`config.mk`:
```
export PLATFORM = sky130hd
export DESIGN_NAME = invader_grid
export DESIGN_NICKNAME = d
export VERILOG_FILES = /design/src/rtl/invader_grid.sv
export SDC_FILE = /design/constraint.sdc
export NUM_CORES = 1
export LEC_CHECK = 0
export CORE_MARGIN = 2
export CORE_UTILIZATION = 25
export CTS_BUF_LIST = sky130_fd_sc_hd__clkbuf_16
export DETAILED_ROUTE_END_ITERATION = 10
export GPL_TIMING_DRIVEN = 0
export SETUP_SLACK_MARGIN = 0.3
export SLEW_MARGIN = 0
export SYNTH_ARGS = -nofsm -noshare
export SYNTH_HDL_FRONTEND = slang
export SYNTH_SLANG_ARGS = --single-unit
```
`constraint.sdc`:
```
create_clock -name i_clk_36MHz -period 6.6 [get_ports i_clk_36MHz]
set_input_delay 0.66 -clock i_clk_36MHz [delete_from_list [all_inputs] [get_ports i_clk_36MHz]]
set_output_delay 0.66 -clock i_clk_36MHz [all_outputs]
set_load 0.02 [all_outputs]
```
`src/rtl/invader_grid.sv`:
```
// invader_grid: 4x8 alien formation that marches across a 32-column field,
// descends at the edges, and is shot down one alien at a time by the player's
// bullet. Reports a one-cycle hit pulse, the alive bitmap, the formation
// position, the kill count, and the terminal WON / LOST conditions.
//
// Optional feature: define INVADER_SPEEDUP_EN to halve the step period once
// eight or fewer aliens remain. Without it the period is always MOVE_PERIOD
// and no alive-count logic exists.
module invader_grid #(
    parameter int MOVE_PERIOD = 9000000,
    parameter int LAND_ROW    = 11
) (
    input  logic        i_clk_36MHz,
    input  logic        i_reset,
    input  logic [4:0]  i_bullet_x,
    input  logic [3:0]  i_bullet_y,
    output logic        o_hit,
    output logic [31:0] o_alive,
    output logic [4:0]  o_grid_x,
    output logic [3:0]  o_grid_y,
    output logic [5:0]  o_score,
    output logic        o_all_dead,
    output logic        o_landed
);

    localparam int              CNT_W     = (MOVE_PERIOD > 2) ? $clog2(MOVE_PERIOD) : 1;
    localparam logic [CNT_W-1:0] PERIOD_M1 = CNT_W'(MOVE_PERIOD - 1);
`ifdef INVADER_SPEEDUP_EN
    localparam logic [CNT_W-1:0] HALF_M1   = CNT_W'(MOVE_PERIOD / 2 - 1);
`endif
    localparam logic [4:0]      GRID_X_MAX = 5'd17;
    localparam logic [3:0]      LAND_Y     = 4'(LAND_ROW);
    localparam logic [3:0]      SHIP_ROW   = 4'd15;

    typedef enum logic [1:0] {
        S_RUN  = 2'd0,
        S_WON  = 2'd1,
        S_LOST = 2'd2
    } state_t;

    state_t             state_q, state_d;
    logic [CNT_W-1:0]   cnt_q, cnt_d;
    logic [4:0]         grid_x_q, grid_x_d;
    logic [3:0]         grid_y_q, grid_y_d;
    logic               dir_left_q, dir_left_d;
    logic [31:0]        alive_q, alive_d;
    logic [5:0]         score_q, score_d;
    logic               hit_q, hit_d;
    logic               all_dead_q, all_dead_d;
    logic               landed_q, landed_d;
    logic               lh_valid_q, lh_valid_d;
    logic [4:0]         lh_x_q, lh_x_d;
    logic [3:0]         lh_y_q, lh_y_d;

    // Collision decode against the current (pre-step) formation position.
    logic [4:0]         dx;
    logic [3:0]         dy;
    logic               in_x, in_y;
    logic [4:0]         hit_idx;
    logic               same_pos;
    logic               collide;
    logic [CNT_W-1:0]   period_m1;
    logic               step_now;
    logic               descend;

`ifdef INVADER_SPEEDUP_EN
    // Number of aliens still alive; only needed to pick the faster period.
    function automatic logic [5:0] count_alive(input logic [31:0] v);
        logic [5:0] n;
        n = 6'd0;
        for (int i = 0; i < 32; i++) begin
            n = n + {5'd0, v[i]};
        end
        return n;
    endfunction
`endif

    // Bullet-to-alien hit detection, including the last-hit suppression latch.
    always_comb begin
        dx       = i_bullet_x - grid_x_q;
        dy       = i_bullet_y - grid_y_q;
        in_x     = (i_bullet_x >= grid_x_q) && (dx <= 5'd14) && !dx[0];
        in_y     = (i_bullet_y >= grid_y_q) && (dy <= 4'd3) && (i_bullet_y != SHIP_ROW);
        hit_idx  = {dy[1:0], dx[3:1]};
        same_pos = lh_valid_q && (i_bullet_x == lh_x_q) && (i_bullet_y == lh_y_q);
        collide  = (state_q == S_RUN) && in_x && in_y && alive_q[hit_idx] && !same_pos;
    end

    // Step period selection; a counter at or past the new period wraps next clock.
    always_comb begin
`ifdef INVADER_SPEEDUP_EN
        period_m1 = (count_alive(alive_q) <= 6'd8) ? HALF_M1 : PERIOD_M1;
        step_now  = (cnt_q >= period_m1);
`else
        period_m1 = PERIOD_M1;
        step_now  = (cnt_q == period_m1);
`endif
    end

    // Next-state logic: kills, formation march, and RUN/WON/LOST transitions.
    always_comb begin
        state_d    = state_q;
        cnt_d      = cnt_q;
        grid_x_d   = grid_x_q;
        grid_y_d   = grid_y_q;
        dir_left_d = dir_left_q;
        alive_d    = alive_q;
        score_d    = score_q;
        hit_d      = 1'b0;
        all_dead_d = all_dead_q;
        landed_d   = landed_q;
        lh_valid_d = lh_valid_q;
        lh_x_d     = lh_x_q;
        lh_y_d     = lh_y_q;
        descend    = 1'b0;

        if (state_q == S_RUN) begin
            // The latch only survives while the bullet stays put.
            lh_valid_d = same_pos;
            if (collide) begin
                alive_d[hit_idx] = 1'b0;
                score_d          = score_q + 6'd1;
                hit_d            = 1'b1;
                lh_valid_d       = 1'b1;
                lh_x_d           = i_bullet_x;
                lh_y_d           = i_bullet_y;
            end

            if (step_now) begin
                cnt_d = '0;
                if (!dir_left_q) begin
                    if (grid_x_q == GRID_X_MAX) begin
                        grid_y_d   = grid_y_q + 4'd1;
                        dir_left_d = 1'b1;
                        descend    = 1'b1;
                    end else begin
                        grid_x_d = grid_x_q + 5'd1;
                    end
                end else begin
                    if (grid_x_q == 5'd0) begin
                        grid_y_d   = grid_y_q + 4'd1;
                        dir_left_d = 1'b0;
                        descend    = 1'b1;
                    end else begin
                        grid_x_d = grid_x_q - 5'd1;
                    end
                end
            end else begin
                cnt_d = cnt_q + CNT_W'(1);
            end

            // Clearing the last alien beats landing on the same edge.
            if (alive_d == 32'd0) begin
                state_d    = S_WON;
                all_dead_d = 1'b1;
            end else if (descend && (grid_y_d == LAND_Y)) begin
                state_d  = S_LOST;
                landed_d = 1'b1;
            end
        end
    end

    // State register; reset overrides any step or hit pending in the same cycle.
    always_ff @(posedge i_clk_36MHz) begin
        if (i_reset) begin
            state_q    <= S_RUN;
            cnt_q      <= '0;
            grid_x_q   <= 5'd0;
            grid_y_q   <= 4'd0;
            dir_left_q <= 1'b0;
            alive_q    <= 32'hFFFF_FFFF;
            score_q    <= 6'd0;
            hit_q      <= 1'b0;
            all_dead_q <= 1'b0;
            landed_q   <= 1'b0;
            lh_valid_q <= 1'b0;
            lh_x_q     <= 5'd0;
            lh_y_q     <= 4'd0;
        end else begin
            state_q    <= state_d;
            cnt_q      <= cnt_d;
            grid_x_q   <= grid_x_d;
            grid_y_q   <= grid_y_d;
            dir_left_q <= dir_left_d;
            alive_q    <= alive_d;
            score_q    <= score_d;
            hit_q      <= hit_d;
            all_dead_q <= all_dead_d;
            landed_q   <= landed_d;
            lh_valid_q <= lh_valid_d;
            lh_x_q     <= lh_x_d;
            lh_y_q     <= lh_y_d;
        end
    end

    assign o_hit      = hit_q;
    assign o_alive    = alive_q;
    assign o_grid_x   = grid_x_q;
    assign o_grid_y   = grid_y_q;
    assign o_score    = score_q;
    assign o_all_dead = all_dead_q;
    assign o_landed   = landed_q;

endmodule

```
=== After elaboration in Yosys (flattened, before gate mapping) ===
Index checks and enable logic that the tools add are counted.

* Logic and storage cells: 89
* Input bits: 11
* Register bits after elaboration: 87
* Output and inout port bits: 50

* Equal/unequal tests: 8
* Reductions and logical operators: 25
* Add/subtract/negate cells: 7
* $lt $le $gt $ge: 6
* Mux-type cells: 26
* Bitwise logic cells: 4

{| class="wikitable"
|+ Operators with widths
! kind !! count
|-
| $mux W32 || 2
|-
| $and A32 B32 Y32 || 1
|-
| $logic_not A32 Y1 || 1
|-
| $not A32 Y32 || 1
|-
| $add A24 B1 Y24 const B || 1
|-
| $eq A24 B24 Y1 const B || 1
|-
| $mux W24 || 1
|-
| $mux W4 || 5
|-
| $mux W5 || 3
|-
| $logic_and A1 B1 Y1 || 12
|-
| $mux W1 || 11
|-
| $reduce_and A2 Y1 || 4
|-
| $add A6 B1 Y6 const B || 1
|-
| $lt A5 B6 Y1 const B || 1
|-
| $add A5 B1 Y5 const B || 1
|-
| $bmux W1 S5 || 1
|-
| $demux W1 S5 || 1
|-
| $eq A5 B5 Y1 || 1
|-
| $eq A5 B5 Y1 const B || 1
|-
| $ge A5 B1 Y1 const B || 1
|-
| $ge A5 B5 Y1 || 1
|-
| $le A5 B4 Y1 const B || 1
|-
| $logic_not A5 Y1 || 1
|-
| $sub A5 B1 Y5 const B || 1
|-
| 17 further kinds || 21
|}

=== Depth between registers and ports, before layout ===
* Word-level depth: 13
* Gate-level depth with buffers: 15
* Depth with buffers taken out: 13

=== Worst setup path after synthesis ===
Ideal clock, no wire load.

* Kind: in2reg
* From: input port i_bullet_x[0]
* To: register all_dead_q, in the netlist o_all_dead
* Setup slack: 2.703 ns
* Cell stages on the path: 14
* Data arrival time: 3.801 ns
* Path buffers: 2
* Required time: 6.504 ns
* Path through: inv_1 -> ha_1 -> inv_1 -> fa_1 -> buf_2 -> mux4_2 -> o22ai_2 -> a211oi_4 -> buf_6 -> nand4_2 -> a2111oi_2 -> nand4_1 -> or4_4 -> o41ai_2

* Longest elaborated chain between the ends: 12
* Elaborated cells between the ends (all ways): 27
* Classes of those cells: add/sub (1); order compare (4); eq/ne (1); mux (6); bitwise (2); reduce/logical (13)

{| class="wikitable"
|+ Ends and longest elaborated chain
! item !! line !! RTL
|-
| start: declaration || 15 || <nowiki>input logic [4:0] i_bullet_x,</nowiki>
|-
| parallel branches: the longest is 8 deep, another holds $lt A5 B6 Y1 || -- ||
|-
| $mux W32 * || 120 || <nowiki>if (collide) begin</nowiki>
|-
| $mux W32 * || 117 || <nowiki>if (state_q == S_RUN) begin</nowiki>
|-
| $logic_not A32 Y1 * || 153 || <nowiki>if (alive_d == 32'd0) begin</nowiki>
|-
| $reduce_and A2 Y1 (no line) * || -- ||
|-
| end signal: assignment || 188 || <nowiki>all_dead_q <= all_dead_d;</nowiki>
|-
| end: declaration || 49 || <nowiki>logic all_dead_q, all_dead_d;</nowiki>
|}

Mark *: on every way between the ends. The select of a mux whose other input is x is not followed.
A chain may end at the register's enable or synchronous reset.

=== Worst setup path in the final report ===
* From: input port i_bullet_x[0]
* To: register landed_q, in the netlist o_landed

* Longest elaborated chain between the ends: 13
* Elaborated cells between the ends (all ways): 28
* Classes of those cells: add/sub (1); order compare (4); eq/ne (1); mux (6); bitwise (3); reduce/logical (13)

{| class="wikitable"
|+ Ends and longest elaborated chain
! item !! line !! RTL
|-
| parallel branches: the longest is 8 deep, another holds $lt A5 B6 Y1 || -- ||
|-
| $mux W32 * || 120 ||
|-
| $mux W32 * || 117 ||
|-
| $logic_not A32 Y1 * || 153 ||
|-
| $not A1 Y1 (no line) * || -- ||
|-
| $reduce_and A3 Y1 (no line) * || -- ||
|-
| end signal: assignment || 189 || <nowiki>landed_q <= landed_d;</nowiki>
|-
| end: declaration || 50 || <nowiki>logic landed_q, landed_d;</nowiki>
|}

Marks and branches as above.

==> flow_summary.html <==
<table>
<tr><th>Metric</th><th>Value</th></tr>
<tr><th colspan="2">Status</th></tr>
<tr><td>Status</td><td>finished clean</td></tr>
<tr><th colspan="2">Placed design</th></tr>
<tr><td>Final HPWL DP</td><td>9630 microns</td></tr>
<tr><td>PortBufs</td><td>60</td></tr>
<tr><td>Worst setup timing slack at the placement stage</td><td>1359 ps</td></tr>
<tr><td>Number of placed instances, taps included</td><td>813</td></tr>
<tr><td>GP Congestion</td><td>0.8504</td></tr>
<tr><th colspan="2">Timing</th></tr>
<tr><td>Setup violation total in the final timing report</td><td>0</td></tr>
<tr><td>Max_slew headroom</td><td>31.07%</td></tr>
<tr><td>Transition time at the pin with the least slew margin</td><td>1026 ps</td></tr>
<tr><td>Crit path setup slack, layout</td><td>1668 ps</td></tr>
<tr><td>Worst hold slack</td><td>469.3 ps</td></tr>
<tr><td>Post-layout minimum cycle time</td><td>4932 ps</td></tr>
<tr><td>Worst Clk Skew</td><td>9.233 ps</td></tr>
<tr><td>Number of failing hold endpoints at the final stage</td><td>0</td></tr>
<tr><td>Achievable frequency</td><td>202.7 MHz</td></tr>
<tr><td>Final Slew Violations</td><td>0</td></tr>
<tr><td>Total negative slack for setup checks</td><td>0 ps</td></tr>
<tr><td>Crit share post-route</td><td>74.73%</td></tr>
<tr><td>Unrepaired setup endpoints after global routing</td><td>false</td></tr>
<tr><th colspan="2">Flow run</th></tr>
<tr><td>Max-cap violation count</td><td>0</td></tr>
<tr><th colspan="2">Hold path</th></tr>
<tr><td>HP Start</td><td>o_all_dead</td></tr>
<tr><td>Hold-critical path depth</td><td>2</td></tr>
<tr><td>Type of the tightest min-delay check</td><td>reg -&gt; reg</td></tr>
<tr><td>Hold endpoint</td><td>o_all_dead</td></tr>
<tr><th colspan="2">Clocking</th></tr>
<tr><td>Clock sink count</td><td>87</td></tr>
<tr><td>Maximum buffer depth of the clock tree</td><td>2</td></tr>
<tr><td>Total clock buffers created by CTS</td><td>9</td></tr>
<tr><td>Quantity of hold-fixing buffers added after cts</td><td>0</td></tr>
<tr><td>Resized Gates After CTS</td><td>0</td></tr>
<tr><td>H-tree depth reported by CTS</td><td>3</td></tr>
<tr><td>Clock tree from TritonCTS</td><td>yes</td></tr>
<tr><td>Clock insertion delay at the later pin of the skew report</td><td>350 ps</td></tr>
<tr><td>Post-CTS Setup Inserts</td><td>0</td></tr>
<tr><td>Clock-pin slew reported for the worst setup and hold paths after clock tree synthesis</td><td>60 ps</td></tr>
<tr><td>Root buffer cell</td><td>sky130_fd_sc_hd__clkbuf_16</td></tr>
<tr><th colspan="2">Pwr</th></tr>
<tr><td>Reported leakage power</td><td>0.002053 uW</td></tr>
<tr><td>Maximum ir drop on the vdd rail</td><td>0.0001301 V</td></tr>
<tr><td>Internal Dissipation</td><td>807.9 uW</td></tr>
<tr><td>PnR Total Power</td><td>1071 uW</td></tr>
<tr><td>Flop pwr share</td><td>49.6%</td></tr>
<tr><td>Net switching power of the design</td><td>263.1 uW</td></tr>
<tr><td>Cell Pwr Density</td><td>184.6 mW/mm^2</td></tr>
<tr><td>Share of total power in combinational logic</td><td>7.3%</td></tr>
<tr><td>Switching fraction of total power</td><td>24.57%</td></tr>
<tr><td>Clock share of power</td><td>43.1%</td></tr>
<tr><th colspan="2">Layout</th></tr>
<tr><td>Most frequent cells in the layout</td><td>87 x sky130_fd_sc_hd__dfxtp_1, 60 x sky130_fd_sc_hd__nor2_1, 60 x sky130_fd_sc_hd__clkdlybuf4s50_1</td></tr>
<tr><td>Final standard cell count with taps included and fillers excluded</td><td>829</td></tr>
<tr><td>Share of layout cells above drive strength 1</td><td>7.167%</td></tr>
<tr><td>Area growth, synth to finish</td><td>24.79%</td></tr>
<tr><td>Post-layout net count</td><td>624</td></tr>
<tr><td>Fill cell total of the finished layout</td><td>1884</td></tr>
<tr><td>Antenna Diode Count</td><td>0</td></tr>
<tr><td>Most common cell after layout, fill and taps aside</td><td>sky130_fd_sc_hd__dfxtp_1</td></tr>
<tr><th colspan="2">Synth</th></tr>
<tr><td>Unique masters post-synth</td><td>59</td></tr>
<tr><td>Synthesized area divided by synthesized cell count</td><td>8.871 sq um</td></tr>
<tr><td>Sequential share of the synthesized area</td><td>37.47%</td></tr>
<tr><td>Proportion of register bits with asynchronous set or reset after synthesis</td><td>0%</td></tr>
<tr><td>Commonest register cell after synthesis</td><td>sky130_fd_sc_hd__dfxtp_1</td></tr>
<tr><td>Syn Std Cell Area</td><td>0.004648 sq mm</td></tr>
<tr><td>Number of instances in the synthesized netlist</td><td>524</td></tr>
<tr><td>Net count after synthesis</td><td>553</td></tr>
<tr><td>Number of enable-type register cells in the synthesized netlist</td><td>0</td></tr>
<tr><td>Yosys warning total</td><td>0</td></tr>
<tr><td>Yosys reg bits</td><td>87</td></tr>
<tr><th colspan="2">Worst setup path</th></tr>
<tr><td>Buffers and inverters on the worst path</td><td>5</td></tr>
<tr><td>Critical Path Most Common Cell</td><td>sky130_fd_sc_hd__inv_1</td></tr>
<tr><td>Sort of element at the end of the critical path</td><td>flop</td></tr>
<tr><td>Critical Path RT</td><td>6800 ps</td></tr>
<tr><td>Master of the slowest instance on the critical path</td><td>sky130_fd_sc_hd__nor3_1</td></tr>
<tr><td>Critical register-to-register path endpoint</td><td>o_landed</td></tr>
<tr><td>Number of cells on the critical path</td><td>13</td></tr>
<tr><td>CP delay by family, top</td><td>simple AND/OR/NAND/NOR gates</td></tr>
<tr><td>Startpoint-to-endpoint class of the critical path</td><td>in -&gt; reg</td></tr>
<tr><td>Maximum cell stage delay along the critical path</td><td>840 ps</td></tr>
<tr><td>Maximum fanout along the worst path</td><td>10</td></tr>
<tr><td>RR Startpoint</td><td>o_grid_x[0]</td></tr>
<tr><td>Worst R2R Setup Slack</td><td>1970 ps</td></tr>
<tr><td>Arr. time, crit path</td><td>5130 ps</td></tr>
<tr><td>Category of the worst setup path launch point</td><td>input pin</td></tr>
<tr><td>Worst Reg-to-Reg Cells</td><td>11</td></tr>
<tr><td>Cells traversed along the worst timing path</td><td>clkdlybuf4s50_1 &gt; inv_1 &gt; ha_1 &gt; inv_1 &gt; fa_1 &gt; buf_2 &gt; inv_1 &gt; nor3_1 &gt; a41oi_1 &gt; nor4_1 &gt; nand4_1 &gt; nor4_1 &gt; o22ai_1</td></tr>
<tr><th colspan="2">Routing</th></tr>
<tr><td>Number of iterations in the first detailed-routing pass</td><td>5</td></tr>
<tr><td>Drt drc</td><td>0</td></tr>
<tr><td>Iter 0 DRT Violations</td><td>352</td></tr>
<tr><td>Detailed-route wire length per cell</td><td>15.53 microns</td></tr>
<tr><td>Via count</td><td>4012</td></tr>
<tr><td>Routed via count divided by cell count</td><td>4.840</td></tr>
<tr><td>Total wire length</td><td>12880 microns</td></tr>
<tr><td>Number of nets with antenna violations after detailed routing</td><td>0</td></tr>
<tr><th colspan="2">Floorplanning</th></tr>
<tr><td>Core Footprint</td><td>0.01809 sq mm</td></tr>
<tr><td>Std cell rows</td><td>49</td></tr>
<tr><td>Floorplan die height</td><td>140.4 microns</td></tr>
<tr><td>Initial Utilization</td><td>25.70%</td></tr>
<tr><td>Die outline area</td><td>0.01970 sq mm</td></tr>
<tr><td>Top Ports</td><td>61</td></tr>
<tr><td>Width of the chip</td><td>140.4 microns</td></tr>
<tr><th colspan="2">GRT</th></tr>
<tr><td>Via count of the first global-routing pass</td><td>3806</td></tr>
<tr><td>Antenna violations before repair</td><td>0</td></tr>
<tr><td>Overall fraction of global-route tracks in use</td><td>13.65%</td></tr>
<tr><td>GR Overflow Total</td><td>0</td></tr>
<tr><td>Pin count of the biggest net entering global routing</td><td>15</td></tr>
<tr><td>First-pass GRT wire length</td><td>21000 microns</td></tr>
</table>
kinds of logic after synthesis:
kind of cell | share of synthesized area [%]
simple gates | 22.99
mux | 5.007
fa+ha+maj | 5.330
flops | 37.47
xor+xnor | 9.071
compound gates | 15.29
buf+inv | 4.845
through the flow:
step	util, %	instance area (sq um)
after global routing	32.07	5801
final	32.07	5801
after detailed placement	30.61	5535
after global placement	30.61	5535
after floorplan	-	4648
after CTS	32.07	5801
cells in the mapped netlist (2+ instances only):
master	instances	share of area, %
sky130_fd_sc_hd__mux4_1	6	3.4
sky130_fd_sc_hd__mux4_2	2	0.97
sky130_fd_sc_hd__a211oi_4	2	0.86
sky130_fd_sc_hd__nand4b_1	3	0.57
sky130_fd_sc_hd__a21oi_1	20	2.2
sky130_fd_sc_hd__and3b_1	2	0.38
sky130_fd_sc_hd__nor3_1	10	1.1
sky130_fd_sc_hd__xor2_1	19	3.6
sky130_fd_sc_hd__nor4_1	6	0.81
sky130_fd_sc_hd__clkbuf_1	15	1.2
sky130_fd_sc_hd__and3_1	6	0.81
sky130_fd_sc_hd__mux2i_1	3	0.65
sky130_fd_sc_hd__dfxtp_1	87	37
sky130_fd_sc_hd__a22oi_1	2	0.32
sky130_fd_sc_hd__a41oi_1	10	1.9
sky130_fd_sc_hd__nor4b_1	3	0.57
sky130_fd_sc_hd__o21a_1	2	0.32
sky130_fd_sc_hd__or3_1	4	0.54
sky130_fd_sc_hd__a211oi_1	6	0.97
sky130_fd_sc_hd__nand3_1	18	1.9
sky130_fd_sc_hd__a31oi_1	2	0.27
sky130_fd_sc_hd__ha_1	15	4.0
sky130_fd_sc_hd__nor3_2	2	0.43
sky130_fd_sc_hd__o31ai_1	5	0.81
sky130_fd_sc_hd__a21o_1	13	2.1
sky130_fd_sc_hd__buf_2	3	0.32
sky130_fd_sc_hd__nand2b_1	13	1.7
sky130_fd_sc_hd__nand4_1	23	3.1
sky130_fd_sc_hd__xnor2_1	26	4.9
sky130_fd_sc_hd__o22ai_1	3	0.40
sky130_fd_sc_hd__a21boi_0	2	0.32
sky130_fd_sc_hd__fa_1	3	1.3
sky130_fd_sc_hd__or2_2	13	1.7
sky130_fd_sc_hd__o21ai_0	22	2.4
sky130_fd_sc_hd__nand2_1	35	2.8
sky130_fd_sc_hd__inv_1	36	2.9
sky130_fd_sc_hd__nor2_1	60	4.8
how the worst max path moves through the flow:
| stage | start | end | slack (ps) |
|---|---|---|---|
| 2_1_floorplan | i_bullet_x[0] | o_all_dead | 2700 |
| 3_3_place_gp | i_bullet_x[0] | state_q[1] | 1360 |
| 3_5_place_dp | i_bullet_x[0] | o_landed | 1360 |
| 4_1_cts | i_bullet_x[0] | o_landed | 1680 |
| 5_1_grt | i_bullet_x[0] | o_landed | 1370 |
| 6_report | i_bullet_x[0] | o_landed | 1670 |
worst reg2reg max path: stages, from the launching register on:
cell	delay (ps)
sky130_fd_sc_hd__dfxtp_1	490
sky130_fd_sc_hd__ha_1	240
sky130_fd_sc_hd__inv_1	60
sky130_fd_sc_hd__fa_1	660
sky130_fd_sc_hd__buf_2	350
sky130_fd_sc_hd__inv_1	120
sky130_fd_sc_hd__nor3_1	840
sky130_fd_sc_hd__a41oi_1	250
sky130_fd_sc_hd__nor4_1	460
sky130_fd_sc_hd__nand4_1	180
sky130_fd_sc_hd__nor4_1	630
sky130_fd_sc_hd__o22ai_1	190
sequential cells by signal (all words and copies together) (netlist names), 2 cells and up:
name      count
lh_x_q        5
lh_y_q        4
cnt_q        24
o_grid_x      5
o_grid_y      4
o_score       6
state_q       2
o_alive      32
power by group through the flow:
stage / registers [uW] / logic (uW) / clock network, uW
2_1_floorplan: 544 / 48.6 / 0
3_3_place_gp: 543 / 78.1 / 0
3_5_place_dp: 543 / 77.9 / 0
4_1_cts: 532 / 78.5 / 478
5_1_grt: 532 / 85.7 / 503
6_report: 532 / 78.1 / 461
area by class of cell:
cell class | count | area (sq um) | share of cell area (%)
Clock buffer | 9 | 225.2 | 3.883
Tap cell | 229 | 286.5 | 4.940
Sequential cell | 87 | 1742 | 30.03
Buffer | 20 | 90.09 | 1.553
Inverter | 36 | 135.1 | 2.330
Multi-Input combinational cell | 381 | 2681 | 46.23
Timing Repair Buffer | 60 | 600.6 | 10.35
Clock inverter | 7 | 40.04 | 0.6903
routing by layer:
metal / GRT usage (%) / vias up / share of wire (%)
li1: - / 2011 / -
met2: 20.05 / 120 / 43
met1: 19.43 / 1865 / 49
met3: 3.863 / 16 / 5.9
met4: 3.934 / 0 / 1.6
met5: 0 / - / 0
No activity file was read; power rests on OpenSTA's default activity.
